==> src/rtl/mul_issue_pkg.sv <==
// rtl/mul_issue_pkg.sv - shared types and constants for the multiplier issue block
package mul_issue_pkg;

  localparam int TAG_W   = 4;
  localparam int OPA_W   = 4;
  localparam int OPB_W   = 4;
  localparam int PROD_W  = 8;
  localparam int ENTRY_W = TAG_W + OPA_W + OPB_W;

  localparam logic [PROD_W-1:0] TIMEOUT_PROD = 8'hFF;

  typedef enum logic [1:0] {
    ST_IDLE,
    ST_START,
    ST_WAIT,
    ST_HOLD
  } state_e;

  typedef struct packed {
    logic [TAG_W-1:0] tag;
    logic [OPA_W-1:0] a;
    logic [OPB_W-1:0] b;
  } entry_t;

endpackage

==> src/rtl/mul_opfifo.sv <==
// rtl/mul_opfifo.sv - operand FIFO with registered occupancy and full/empty flags
module mul_opfifo #(
  parameter int DEPTH = 4,
  parameter int W     = 12
) (
  input  logic         clk,
  input  logic         rst,
  input  logic         push_i,
  input  logic         pop_i,
  input  logic [W-1:0] din_i,
  output logic [W-1:0] dout_o,
  output logic         full_o,
  output logic         empty_o
);

  localparam int AW = $clog2(DEPTH);
  localparam logic [AW:0] FULL_CNT = (AW + 1)'(DEPTH);

  logic [W-1:0]  mem_q [DEPTH];
  logic [AW-1:0] wr_q, rd_q;
  logic [AW:0]   cnt_q;
  logic          do_push, do_pop;

  assign full_o  = (cnt_q == FULL_CNT);
  assign empty_o = (cnt_q == '0);
  assign do_push = push_i && !full_o;
  assign do_pop  = pop_i && !empty_o;
  assign dout_o  = mem_q[rd_q];

  always_ff @(posedge clk or negedge rst) begin
    if (!rst) begin
      wr_q  <= '0;
      rd_q  <= '0;
      cnt_q <= '0;
    end else begin
      if (do_push) wr_q <= wr_q + 1'b1;
      if (do_pop)  rd_q <= rd_q + 1'b1;
      if (do_push && !do_pop)      cnt_q <= cnt_q + 1'b1;
      else if (!do_push && do_pop) cnt_q <= cnt_q - 1'b1;
    end
  end

  // storage needs no reset: occupancy alone decides what is valid
  always_ff @(posedge clk) begin
    if (do_push) mem_q[wr_q] <= din_i;
  end

endmodule

==> src/rtl/mul_issue.sv <==
// rtl/mul_issue.sv - queues operand pairs and issues them to an external shift-add multiplier
module mul_issue
  import mul_issue_pkg::*;
#(
  parameter int DEPTH   = 4,
  parameter int TIMEOUT = 31
) (
  input  logic              clk,
  input  logic              rst,
  input  logic              op_valid,
  output logic              op_ready,
  input  logic [OPA_W-1:0]  op_a,
  input  logic [OPB_W-1:0]  op_b,
  output logic              mul_st,
  output logic [OPA_W-1:0]  mul_mndo,
  output logic [OPB_W-1:0]  mul_mdor,
  input  logic [PROD_W-1:0] mul_prod,
  input  logic              mul_done,
  output logic              res_valid,
  input  logic              res_ready,
  output logic [PROD_W-1:0] res_prod,
  output logic [TAG_W-1:0]  res_tag,
  output logic              err
);

  localparam int CW = $clog2(TIMEOUT + 1);
  localparam logic [CW-1:0] TO_CNT     = CW'(TIMEOUT);
  localparam logic [CW-1:0] FIRST_LIVE = CW'(2);

  state_e              state_q;
  logic [TAG_W-1:0]    tag_q, tag_d, cur_tag_q;
  logic [CW-1:0]       wait_cnt_q;
  logic                mul_st_q, res_valid_q, err_q;
  logic [OPA_W-1:0]    mndo_q;
  logic [OPB_W-1:0]    mdor_q;
  logic [PROD_W-1:0]   res_prod_q;
  logic [TAG_W-1:0]    res_tag_q;
  logic                fifo_full, fifo_empty, push, pop;
  logic [ENTRY_W-1:0]  head_raw;
  entry_t              push_entry, head;

  assign push       = op_valid && !fifo_full;
  assign pop        = (state_q == ST_IDLE) && !fifo_empty && (!res_valid_q || res_ready);
  assign push_entry = '{tag: tag_q, a: op_a, b: op_b};
  assign head       = entry_t'(head_raw);

  always_comb begin
    tag_d = tag_q;
    if (push) tag_d = tag_q + 1'b1;
  end

  mul_opfifo #(.DEPTH(DEPTH), .W(ENTRY_W)) u_fifo (
    .clk     (clk),
    .rst     (rst),
    .push_i  (push),
    .pop_i   (pop),
    .din_i   (push_entry),
    .dout_o  (head_raw),
    .full_o  (fifo_full),
    .empty_o (fifo_empty)
  );

  always_ff @(posedge clk or negedge rst) begin
    if (!rst) begin
      state_q     <= ST_IDLE;
      tag_q       <= '0;
      cur_tag_q   <= '0;
      wait_cnt_q  <= '0;
      mul_st_q    <= 1'b0;
      mndo_q      <= '0;
      mdor_q      <= '0;
      res_valid_q <= 1'b0;
      res_prod_q  <= '0;
      res_tag_q   <= '0;
      err_q       <= 1'b0;
    end else begin
      tag_q <= tag_d;
      if (res_valid_q && res_ready) res_valid_q <= 1'b0;
      case (state_q)
        ST_IDLE: begin
          if (pop) begin
            mndo_q    <= head.a;
            mdor_q    <= head.b;
            cur_tag_q <= head.tag;
            mul_st_q  <= 1'b1;
            state_q   <= ST_START;
          end
        end
        ST_START: begin
          mul_st_q   <= 1'b0;
          wait_cnt_q <= CW'(1);
          state_q    <= ST_WAIT;
        end
        ST_WAIT: begin
          // wait_cnt_q counts cycles since START; a done in the first WAIT cycle is stale
          if (mul_done && wait_cnt_q >= FIRST_LIVE) begin
            res_valid_q <= 1'b1;
            res_prod_q  <= mul_prod;
            res_tag_q   <= cur_tag_q;
            state_q     <= ST_HOLD;
          end else if (wait_cnt_q == TO_CNT) begin
            err_q       <= 1'b1;
            res_valid_q <= 1'b1;
            res_prod_q  <= TIMEOUT_PROD;
            res_tag_q   <= cur_tag_q;
            state_q     <= ST_HOLD;
          end else begin
            wait_cnt_q <= wait_cnt_q + 1'b1;
          end
        end
        ST_HOLD: begin
          if (!mul_done) state_q <= ST_IDLE;
        end
        default: state_q <= ST_IDLE;
      endcase
    end
  end

  assign op_ready  = !fifo_full;
  assign mul_st    = mul_st_q;
  assign mul_mndo  = mndo_q;
  assign mul_mdor  = mdor_q;
  assign res_valid = res_valid_q;
  assign res_prod  = res_prod_q;
  assign res_tag   = res_tag_q;
  assign err       = err_q;

endmodule

==> config.mk <==
export PLATFORM = sky130hd
export DESIGN_NAME = mul_issue
export DESIGN_NICKNAME = d
export VERILOG_FILES = /design/src/rtl/mul_issue_pkg.sv /design/src/rtl/mul_opfifo.sv /design/src/rtl/mul_issue.sv
export SDC_FILE = /design/constraint.sdc
export NUM_CORES = 1
export LEC_CHECK = 0
export CORE_MARGIN = 10
export CORE_UTILIZATION = 50
export DETAILED_ROUTE_END_ITERATION = 8
export PLACE_DENSITY = 0.73
export RECOVER_POWER = 100
export SYNTH_ARGS = -nofsm -noshare
export SYNTH_HDL_FRONTEND = slang
export SYNTH_HIERARCHICAL = 1
export SYNTH_SLANG_ARGS = --single-unit
==> constraint.sdc <==
create_clock -name clk -period 7.15 [get_ports clk]
set_input_delay 1.43 -clock clk [delete_from_list [all_inputs] [get_ports clk]]
set_output_delay 1.43 -clock clk [all_outputs]
set_load 0.005 [all_outputs]
==> impl_metrics.yaml <==
logic_synthesis:
  count_of_flip_flops_with_a_built_in_enable_after_synthesis: 48
  synth_seq_area_share_pct: 66.32
  synthesis.nets: 259
  syn_inst: 223
  yosysWarnings: 6
  synth_top_area_cell: "edfxtp_1"
  yosys.cell_count.top_type: "edfxtp_1"
  synth_top_cells_by_count: "48 x edfxtp_1, 45 x dfrtp_1, 18 x mux2_2"
  syn-cell-area_um2: 3871
  synth_top_area_share_pct: 37.23
  leading_cell_types_by_total_area_after_synthesis: "edfxtp_1 37%, dfrtp_1 29%, mux4_2 7.0%"
  synth.distinct_cells: 41
  synth_ff_type: "edfxtp_1"
  avgSynthCellArea_um2: 17.36
  async_reset_ff_share_pct: 48.39
  postSynthRegisterBits: 93
drt:
  initialDrtViolationCount: 61
  drt.antenna.violating_nets: 0
  total_via_count_in_the_routed_design: 1970
  detail_route.vias_per_cell: 5.212
  wl_per_cell_um: 16.94
  first_pass_iters: 5
  remaining_drc_errors: 0
  postRouteWirelength_mm: 6.404
hold_path:
  worst_hold_path_type: "flip-flop to flip-flop"
  timing.hold.worst.start: "err$_DFFE_PN0P_"
status:
  run_status: "complete, but fails checks"
  failing_checks: "max-capacitance violations, max-slew violations"
clock_network:
  cell_at_the_root_of_the_clock_tree: "clkbuf_8"
  cts-htree-levels: 3
  maximum_buffer_depth_of_the_clock_tree: 2
  post-cts-setup-buffer-count: 0
  cts-buffers-inserted: 9
  insertion_delay_ns: 0.36
  clkSinkCount: 93
  post_cts.resized_instances: 0
  clk_transition_reported_paths_ns: 0.09
  cts-hold-fix-buffers: 0
  tritoncts: "done"
worst_setup_path:
  sequence_of_cells_on_the_critical_path: "dlygate4sd3_1 -> inv_1 -> a21o_1 -> nor2_1 -> clkbuf_1 -> nand2_1 -> ha_1 -> inv_1 -> fa_1 -> mux2_2"
  worst_path_largest_cell_delay_ns: 0.58
  worst-endpoint-required_ns: 7.39
  crit_slowest_cell: "clkbuf_1"
  r2r_start: "u_fifo/cnt_q[0]$_DFFE_PN0P_"
  start_kind: "primary input"
  endpoint_kind: "flip-flop"
  critical_path.most_common_cell: "inv_1"
  cp.arrival_ns: 4.11
  setup.worst_path.class: "primary input to flip-flop"
  crit_path_max_fanout: 14
  worst_setup_path_startpoint: "res_ready"
global_route:
  grt_start_max_net_pins: 46
  global_route.usage.total_pct: 11.75
  grt_use_met2_pct: 18.58
  met3_usage_pct: 2.736
  gr-max-usage-layer: "met2"
  grt_pass1_wl_mm: 10.58
  grt_pass1_vias: 2097
  globalRouteOverflowTotal: 0
  grt_antenna_before_repair: 0
  grt_use_met1_pct: 14.85
sta:
  report.final.setup_viol: 0
  setup_total_negative_slack_ns: 0
  finalWorstPathRequiredPeriod_ns: 3.868
  post-route-worst-setup-slack_ns: 3.282
  timing.hold.ws_ns: 0.4788
  final-hold-violation-count: 0
  fin_crit_sh_pct: 54.10
  finalClockSkew_ns: 0.008326
  fmax_mhz: 258.5
  max_slew_margin_pct: -59.43
  rsz0062_at_grt: "no"
  worst-slew-pin-transition_ns: 2.391
  maxSlewViolCount: 46
floorplanning:
  boundary_pin_count: 45
  floorplan.die.height_um: 108.0
  fp-row-count: 32
  initial_core_util_pct: 50.62
  chipWidth_um: 108.0
  core-area_um2: 7647
  die-area_um2: 11660
placed_design:
  hpwl_reported_at_the_end_of_detailed_placement_mm: 4.470
  buffer_ports.inserted: 44
  finalWeightedCongestion: 0.6993
  dp.cells: 362
  dpl_worst_slack_ns: 3.264
layout:
  non_filler_instance_count_after_layout: 378
  n_fill_cell: 592
  area_taken_by_multi_input_logic_gates_um2: 1171
  area_growth_syn_to_layout_pct: 17.58
  final_layout_size_suffix_gt1_share_pct: 18.84
  design.final.nets: 307
  area.sequential_um2: 2567
  total_inserted_antenna_cells: 0
power:
  ir_worst_vdd_mv: 0.2262
  cellPowerDensity_nw_per_um2: 422.9
  leakage_power_uw: 0.001757
flow_run:
  cap_violations: 1
-- kinds of logic (layout without fill, tap and decap cells) --
logic type,after synthesis,count (layout),share of synthesized area (%)
flops,93,93,66.32
buf+inv,19,72,2.683
mux,35,35,13.77
simple gates,28,28,4.331
xor+xnor,10,10,2.263
fa+ha+maj,15,15,5.042
compound gates,23,23,5.592
-- path summary, 6_finish.rpt --
check	endpoint	slack [ns]	cells past startpoint
max in group asynchronous	res_tag[0]$_DFFE_PN0P_	4.00	1
worst min-delay path	err$_DFFE_PN0P_	0.48	1
worst min register to register	err$_DFFE_PN0P_	0.48	1
worst max-delay path	u_fifo/cnt_q[1]$_DFFE_PN0P_	3.28	10
min in group asynchronous	mul_mdor[0]$_DFFE_PN0P_	1.79	1
worst max register to register	u_fifo/cnt_q[1]$_DFFE_PN0P_	4.23	10
-- critical path, delay by kind of cell --
kind,cells,cell delay [ns]
compound gates,1,0.21
fa+ha+maj,2,0.68
buf+inv,4,1.23
mux,1,0.27
simple gates,2,0.30
-- through the flow --
step	cell area, um^2	utilization, %	total power, uW
3_3_place_gp	4379	57.26	1621
3_5_place_dp	4379	57.26	1648
2_1_floorplan	3871	-	1386
6_report	4552	59.52	1925
5_1_grt	4552	59.52	2061
4_1_cts	4586	59.96	2004
-- area by class of cell --
class / instances / share of cell area (%)
well taps: 102 / 2.804
inverters: 11 / 0.9071
clock inverters: 7 / 1.814
clock buffers: 9 / 2.721
flip-flops and latches: 93 / 56.40
repair buffers: 45 / 9.621
multi-input cells: 111 / 25.73
-- registers in the layout, summed over array words and instances, names as in the netlist --
| signal | count |
|---|---|
| u_fifo/mem_q | 48 |
| res_prod | 8 |
| wait_cnt_q | 5 |
| cur_tag_q | 4 |
| mul_mdor | 4 |
| mul_mndo | 4 |
| res_tag | 4 |
| tag_q | 4 |
| u_fifo/cnt_q | 3 |
| state_q | 2 |
| u_fifo/rd_q | 2 |
| u_fifo/wr_q | 2 |
| err | 1 |
| mul_st | 1 |
| res_valid | 1 |
-- routing by layer --
metal | wire (um) | share of wire (%)
met1 | 2856 | 45
met2 | 3129 | 49
met3 | 301 | 4.7
met4 | 116 | 1.8
met5 | 0 | 0
-- power breakdown --
part / leakage, uW / total, uW / internal (uW) / switching, uW
registers: 0.000971 / 915 / 772 / 143
clock network: 0.0000980 / 355 / 166 / 189
logic: 0.000688 / 655 / 386 / 269
-- cell usage in the layout, fill, tap and decap left out, types with 4 or more instances in the layout --
master	instances
edfxtp_1	48
dfrtp_1	45
dlygate4sd3_1	34
mux2_2	20
ha_1	14
mux4_2	12
inv_1	11
clkbuf_8	9
clkdlybuf4s50_1	9
o22a_1	8
xnor2_1	7
nand2_1	5
and2_0	4
(Power assumes the default switching activity.)
